File: config.mk
export PLATFORM = sky130hd
export DESIGN_NAME = if_fetch_unit
export DESIGN_NICKNAME = d
export VERILOG_FILES = /design/src/rtl/if_fetch_unit.sv
export SDC_FILE = /design/constraint.sdc
export NUM_CORES = 1
export LEC_CHECK = 0
export ABC_AREA = 1
export CAP_MARGIN = 0
export CORE_MARGIN = 2
export CORE_UTILIZATION = 49
export DETAILED_ROUTE_END_ITERATION = 12
export PLACE_DENSITY = 0.82
export SYNTH_ARGS = -nofsm -noshare
export SYNTH_HDL_FRONTEND = slang
export SYNTH_SLANG_ARGS = --single-unit
File: constraint.sdc
create_clock -name clk -period 2.4 [get_ports clk]
set_clock_uncertainty 0.05 [all_clocks]
set_input_delay 0.36 -clock clk [delete_from_list [all_inputs] [get_ports clk]]
set_output_delay 0.36 -clock clk [all_outputs]
set_load 0.03 [all_outputs]
File: src/rtl/if_fetch_unit.sv
// Instruction fetch stage: owns the PC, issues in-order imem requests under a credit limit,
// buffers responses in a small FIFO for decode, and handles redirects by discarding stale fetches.
module if_fetch_unit #(
    parameter logic [31:0] RESET_PC        = 32'h0000_0000,
    parameter int unsigned FIFO_DEPTH      = 2,
    parameter int unsigned MAX_OUTSTANDING = 2
) (
    input  logic        clk,
    input  logic        rst,
    input  logic        jflag_in,
    input  logic [31:0] jaddr_in,
    input  logic        hold_in,
    output logic        imem_req,
    output logic [31:0] imem_addr,
    input  logic        imem_gnt,
    input  logic        imem_rvalid,
    input  logic [31:0] imem_rdata,
    output logic        inst_valid,
    input  logic        inst_ready,
    output logic [31:0] inst_data,
    output logic [31:0] inst_pc
);

    localparam int unsigned PTR_W = (FIFO_DEPTH > 1) ? $clog2(FIFO_DEPTH) : 1;
    localparam int unsigned CNT_W = $clog2(FIFO_DEPTH + 1);
    localparam int unsigned OUT_W = $clog2(MAX_OUTSTANDING + 1);

    logic [31:0]      pc;
    logic [31:0]      resp_pc;
    logic [OUT_W-1:0] outstanding;
    logic [OUT_W-1:0] outstanding_nxt;
    logic [OUT_W-1:0] discard;
    logic [CNT_W-1:0] fifo_count;
    logic [PTR_W-1:0] rd_ptr;
    logic [PTR_W-1:0] wr_ptr;
    logic [31:0]      data_mem [FIFO_DEPTH];
    logic [31:0]      pc_mem   [FIFO_DEPTH];
    logic [31:0]      in_use;
    logic             fire;
    logic             push;
    logic             pop;

    // Credits count both in-flight requests and buffered entries, so a push never overflows.
    assign in_use    = 32'(outstanding) + 32'(fifo_count);
    assign imem_req  = rst & ~hold_in & ~jflag_in
                     & (outstanding < OUT_W'(MAX_OUTSTANDING))
                     & (in_use < FIFO_DEPTH);
    assign imem_addr = pc;

    assign fire       = imem_req & imem_gnt;
    assign push       = imem_rvalid & (discard == '0) & ~jflag_in;
    assign inst_valid = (fifo_count != '0);
    assign pop        = inst_valid & inst_ready & ~jflag_in;
    assign inst_data  = data_mem[rd_ptr];
    assign inst_pc    = pc_mem[rd_ptr];

    always_comb begin
        outstanding_nxt = outstanding;
        case ({fire, imem_rvalid})
            2'b10:   outstanding_nxt = outstanding + OUT_W'(1);
            2'b01:   outstanding_nxt = outstanding - OUT_W'(1);
            default: outstanding_nxt = outstanding;
        endcase
    end

    // PC, response tracking and FIFO pointers; a redirect marks every in-flight fetch stale.
    always_ff @(posedge clk or negedge rst) begin
        if (!rst) begin
            pc          <= RESET_PC;
            resp_pc     <= RESET_PC;
            outstanding <= '0;
            discard     <= '0;
            fifo_count  <= '0;
            rd_ptr      <= '0;
            wr_ptr      <= '0;
        end else begin
            outstanding <= outstanding_nxt;
            if (jflag_in) begin
                pc         <= {jaddr_in[31:2], 2'b00};
                resp_pc    <= {jaddr_in[31:2], 2'b00};
                discard    <= outstanding_nxt;
                fifo_count <= '0;
                rd_ptr     <= '0;
                wr_ptr     <= '0;
            end else begin
                if (fire) begin
                    pc <= pc + 32'd4;
                end
                if (push) begin
                    resp_pc <= resp_pc + 32'd4;
                    wr_ptr  <= wr_ptr + PTR_W'(1);
                end
                if (imem_rvalid && (discard != '0)) begin
                    discard <= discard - OUT_W'(1);
                end
                if (pop) begin
                    rd_ptr <= rd_ptr + PTR_W'(1);
                end
                fifo_count <= fifo_count + CNT_W'(push) - CNT_W'(pop);
            end
        end
    end

    always_ff @(posedge clk or negedge rst) begin
        if (!rst) begin
            for (int unsigned i = 0; i < FIFO_DEPTH; i++) begin
                data_mem[i] <= '0;
                pc_mem[i]   <= '0;
            end
        end else if (push) begin
            data_mem[wr_ptr] <= imem_rdata;
            pc_mem[wr_ptr]   <= resp_pc;
        end
    end

endmodule

==> results.py <==
metrics = {
    "outcome": {
        "outcome": "finished clean",
    },
    "timing": {
        "finalSetupViolations": 0,
        "max_freq_mhz": 431,
        "period_share_pct": 96.7,
        "timing.final.ws_setup_ns": 0.0801,
        "hold_viol_final": 0,
        "drv_slew": 0,
        "rsz0062_at_grt": "true",
        "tightest_slew_ns": 0.935,
        "slew_headroom_pct": 37.7,
        "finalCriticalPeriod_ns": 2.32,
    },
    "grt": {
        "antenna_found_initial": 0,
        "grt_start_max_net_pins": 75,
        "grt_overflow": 0,
        "grt_pass1_wl_microns": 42600,
        "grtUsageTotal_pct": 24.6,
        "grt_pass1_vias": 8617,
    },
    "setup_path": {
        "crit_type": "flop to primary output",
        "crit_chain": "buf_8 > nand2_1 > nand2_1 > clkdlybuf4s50_1",
        "worstReg2RegStart": "fifo_count[0]",
        "r2r_end": "discard[1]",
        "arrival_ns": 1.91,
        "rr_worst_depth": 13,
        "path_delay_family": "buffers and inverters",
        "cp.required_ns": 1.99,
        "crit_fanout": 41,
        "cp-end-kind": "primary output",
        "slowest_delay_ns": 0.66,
        "cpMostUsedCell": "nand2_1",
        "start_kind": "flop",
        "cpMaxStageDelayCell": "clkdlybuf4s50_1",
        "cp_num_buf_inv": 2,
        "rrSetupSlack_ns": 0.14,
    },
    "power_and_ir_drop": {
        "clkPwrFrac_pct": 20.8,
        "power_frac_comb_pct": 41.0,
        "total_power_mw": 13.2,
        "seq_power_share_pct": 38.2,
        "power_switching_mw": 5.27,
        "p_int_mw": 7.96,
        "power.leakage_nw": 6.42,
        "switching_share_pct": 39.8,
        "peakVddDrop_uv": 504,
        "power_density_mw_per_mm2": 1050,
    },
    "placed_design": {
        "portBuffers": 162,
        "gp_congestion": 0.931,
        "pre_cts_ws_ns": 0.0760,
        "hpwl_microns": 18800,
        "place_area_sq_mm": 0.0121,
    },
    "die": {
        "die_x_microns": 147,
        "row_count": 52,
        "ios": 169,
        "design.core.area_sq_mm": 0.0201,
        "die_area_sq_mm": 0.0216,
        "start_util_pct": 49.7,
        "die_h_microns": 147,
    },
    "clocking": {
        "cts_tree": "yes",
        "root_buffer": "clkbuf_16",
        "clockBufferDepth": 2,
        "numCtsBuffers": 17,
        "worstSkewPairLatency_ns": 0.44,
        "htree_levels": 4,
        "cts_hold_buffers": 0,
        "path_clk_slew_ns": 0.07,
        "cts_sinks": 192,
    },
    "drt": {
        "vias": 9198,
        "ant_nets": 0,
        "wl_per_cell_microns": 14.7,
        "vias_per_cell": 5.17,
        "finalWirelength_microns": 26100,
        "first_iter_violations": 627,
        "drc": 0,
        "firstDrtPassIters": 6,
    },
    "finish": {
        "final_common_cell": "nand2_1",
        "layout.nets": 1576,
        "post-route-util_pct": 62.8,
        "area_delta_synth_final_pct": 26.3,
        "layout-drive-gt1-share_pct": 9.01,
        "fin_area_sq_mm": 0.0126,
        "layout_common_cells": "nand2_1, dfrtp_1, o21ai_0",
        "n_antenna_cell": 0,
    },
    "logic_synthesis": {
        "ys_types": 43,
        "synth_mux_area_share_pct": 0,
        "syn-cell-area_sq_mm": 0.00999,
        "avgSynthCellArea_sq_um": 7.44,
        "synth_compound_area_share_pct": 10.4,
        "synth_xor_area_share_pct": 1.40,
        "synthCells": 1343,
        "synth_top_family_by_area": "simple AND/OR/NAND/NOR gates",
        "ys_ff_latch": 192,
        "synth_fa_ha_area_share_pct": 0.952,
        "ys_seq_area_share_pct": 48.1,
        "ys_warn_count": 0,
        "synth-simple-area-share_pct": 30.8,
    },
    "hold_path": {
        "min_path_type": "input pin to async pin",
    },
    "flow_run": {
        "drv_cap": 0,
    },
}
## stage by stage
stage / hold WS (ns) / cells / setup TNS [ns]
after floorplan: 0.0144 / 1346 / 0
after global placement: 0.415 / 1747 / 0
after detailed placement: 0.423 / 1747 / 0
after CTS: 0.0352 / 1778 / 0
after global routing: 0.0801 / 1780 / -0.0906
final: 0.0141 / 1780 / 0
## worst max-delay path by stage
| stage | startpoint | end | slack (ns) | depth (start not counted) |
|---|---|---|---|---|
| floorplan | outstanding[0] | discard[1] | 0.005 | 14 |
| global placement | outstanding[0] | discard[1] | 0.10 | 13 |
| detailed placement | outstanding[0] | discard[1] | 0.08 | 13 |
| CTS | rd_ptr | inst_data[2] | 0.03 | 4 |
| global route | fifo_count[0] | discard[1] | -0.04 | 13 |
| finish | rd_ptr | inst_data[31] | 0.08 | 4 |
## registers in the layout, indices dropped and copies added, names as in the netlist
signal,cells
fifo_count,2
rd_ptr,1
pc_mem,60
outstanding,2
wr_ptr,1
data_mem,64
discard,2
imem_addr,30
resp_pc,30
## routing by layer
layer / track usage (%) / routed length [microns] / vias up
met1: 34.8 / 11800 / 4274
li1: - / - / 4522
met5: 0 / 0 / -
met4: 6.65 / 423 / 0
met3: 4.47 / 1860 / 31
met2: 39.4 / 12100 / 371
## cells in the mapped netlist (all sizes together)
cell      n  area share (%)
o21ai   160             8.1
nand3    72             3.7
inv     144             5.4
clkbuf   27             1.0
dfrtp   192              48
o211ai   12            0.95
nand4    13            0.81
o221ai    4            0.35
ha        6            0.75
nand2   557              21
o21a      1           0.075
a21oi    10            0.50
o31ai     1           0.075
and2      1           0.063
nor4      1           0.063
buf      30             1.8
a31oi     2            0.13
xnor2     5            0.44
conb      1           0.038
nor3     14            0.91
o21bai    4            0.30
xor2     11            0.96
nor2     69             3.6
nor3b     1           0.075
nand3b    1           0.075
or4       1           0.075
or2       2            0.13
fa        1            0.20
## final cells by class
class | count | area (sq um)
repair buffers | 190 | 1950
inverters | 144 | 542
flip-flops and latches | 192 | 4810
fillers | 1759 | 7490
multi-input cells | 953 | 4410
clock buffers | 23 | 488
well taps | 270 | 338
clock inverters | 8 | 80.1
## kinds of logic after synthesis
group                    count (synthesis)
AO/OA/AOI/OAI                          194
XOR/XNOR                                16
adder cells (fa/ha/maj)                  7
buffers and inverters                  201
flip-flops                             192
other                                    1
AND/OR/NAND/NOR                        732
## power groups by stage
stage	logic, mW	registers [mW]	clock network (mW)
6_report	5.42	5.05	2.76
3_5_place_dp	5.61	5.09	0
2_1_floorplan	3.27	5.04	0
3_3_place_gp	5.48	5.03	0
4_1_cts	5.44	5.04	2.80
5_1_grt	5.97	5.20	2.91
## timing repair
| item | 4_1_cts | 5_1_grt |
|---|---|---|
| cloned | 0 | 0 |
| gates resized for setup | 31 | 6 |
| buffers inserted | 0 | 2 |
| setup endpoints to repair | 32 | 39 |
| pin swaps | 0 | 4 |
Note: power is estimated with default switching activity, not from simulation.
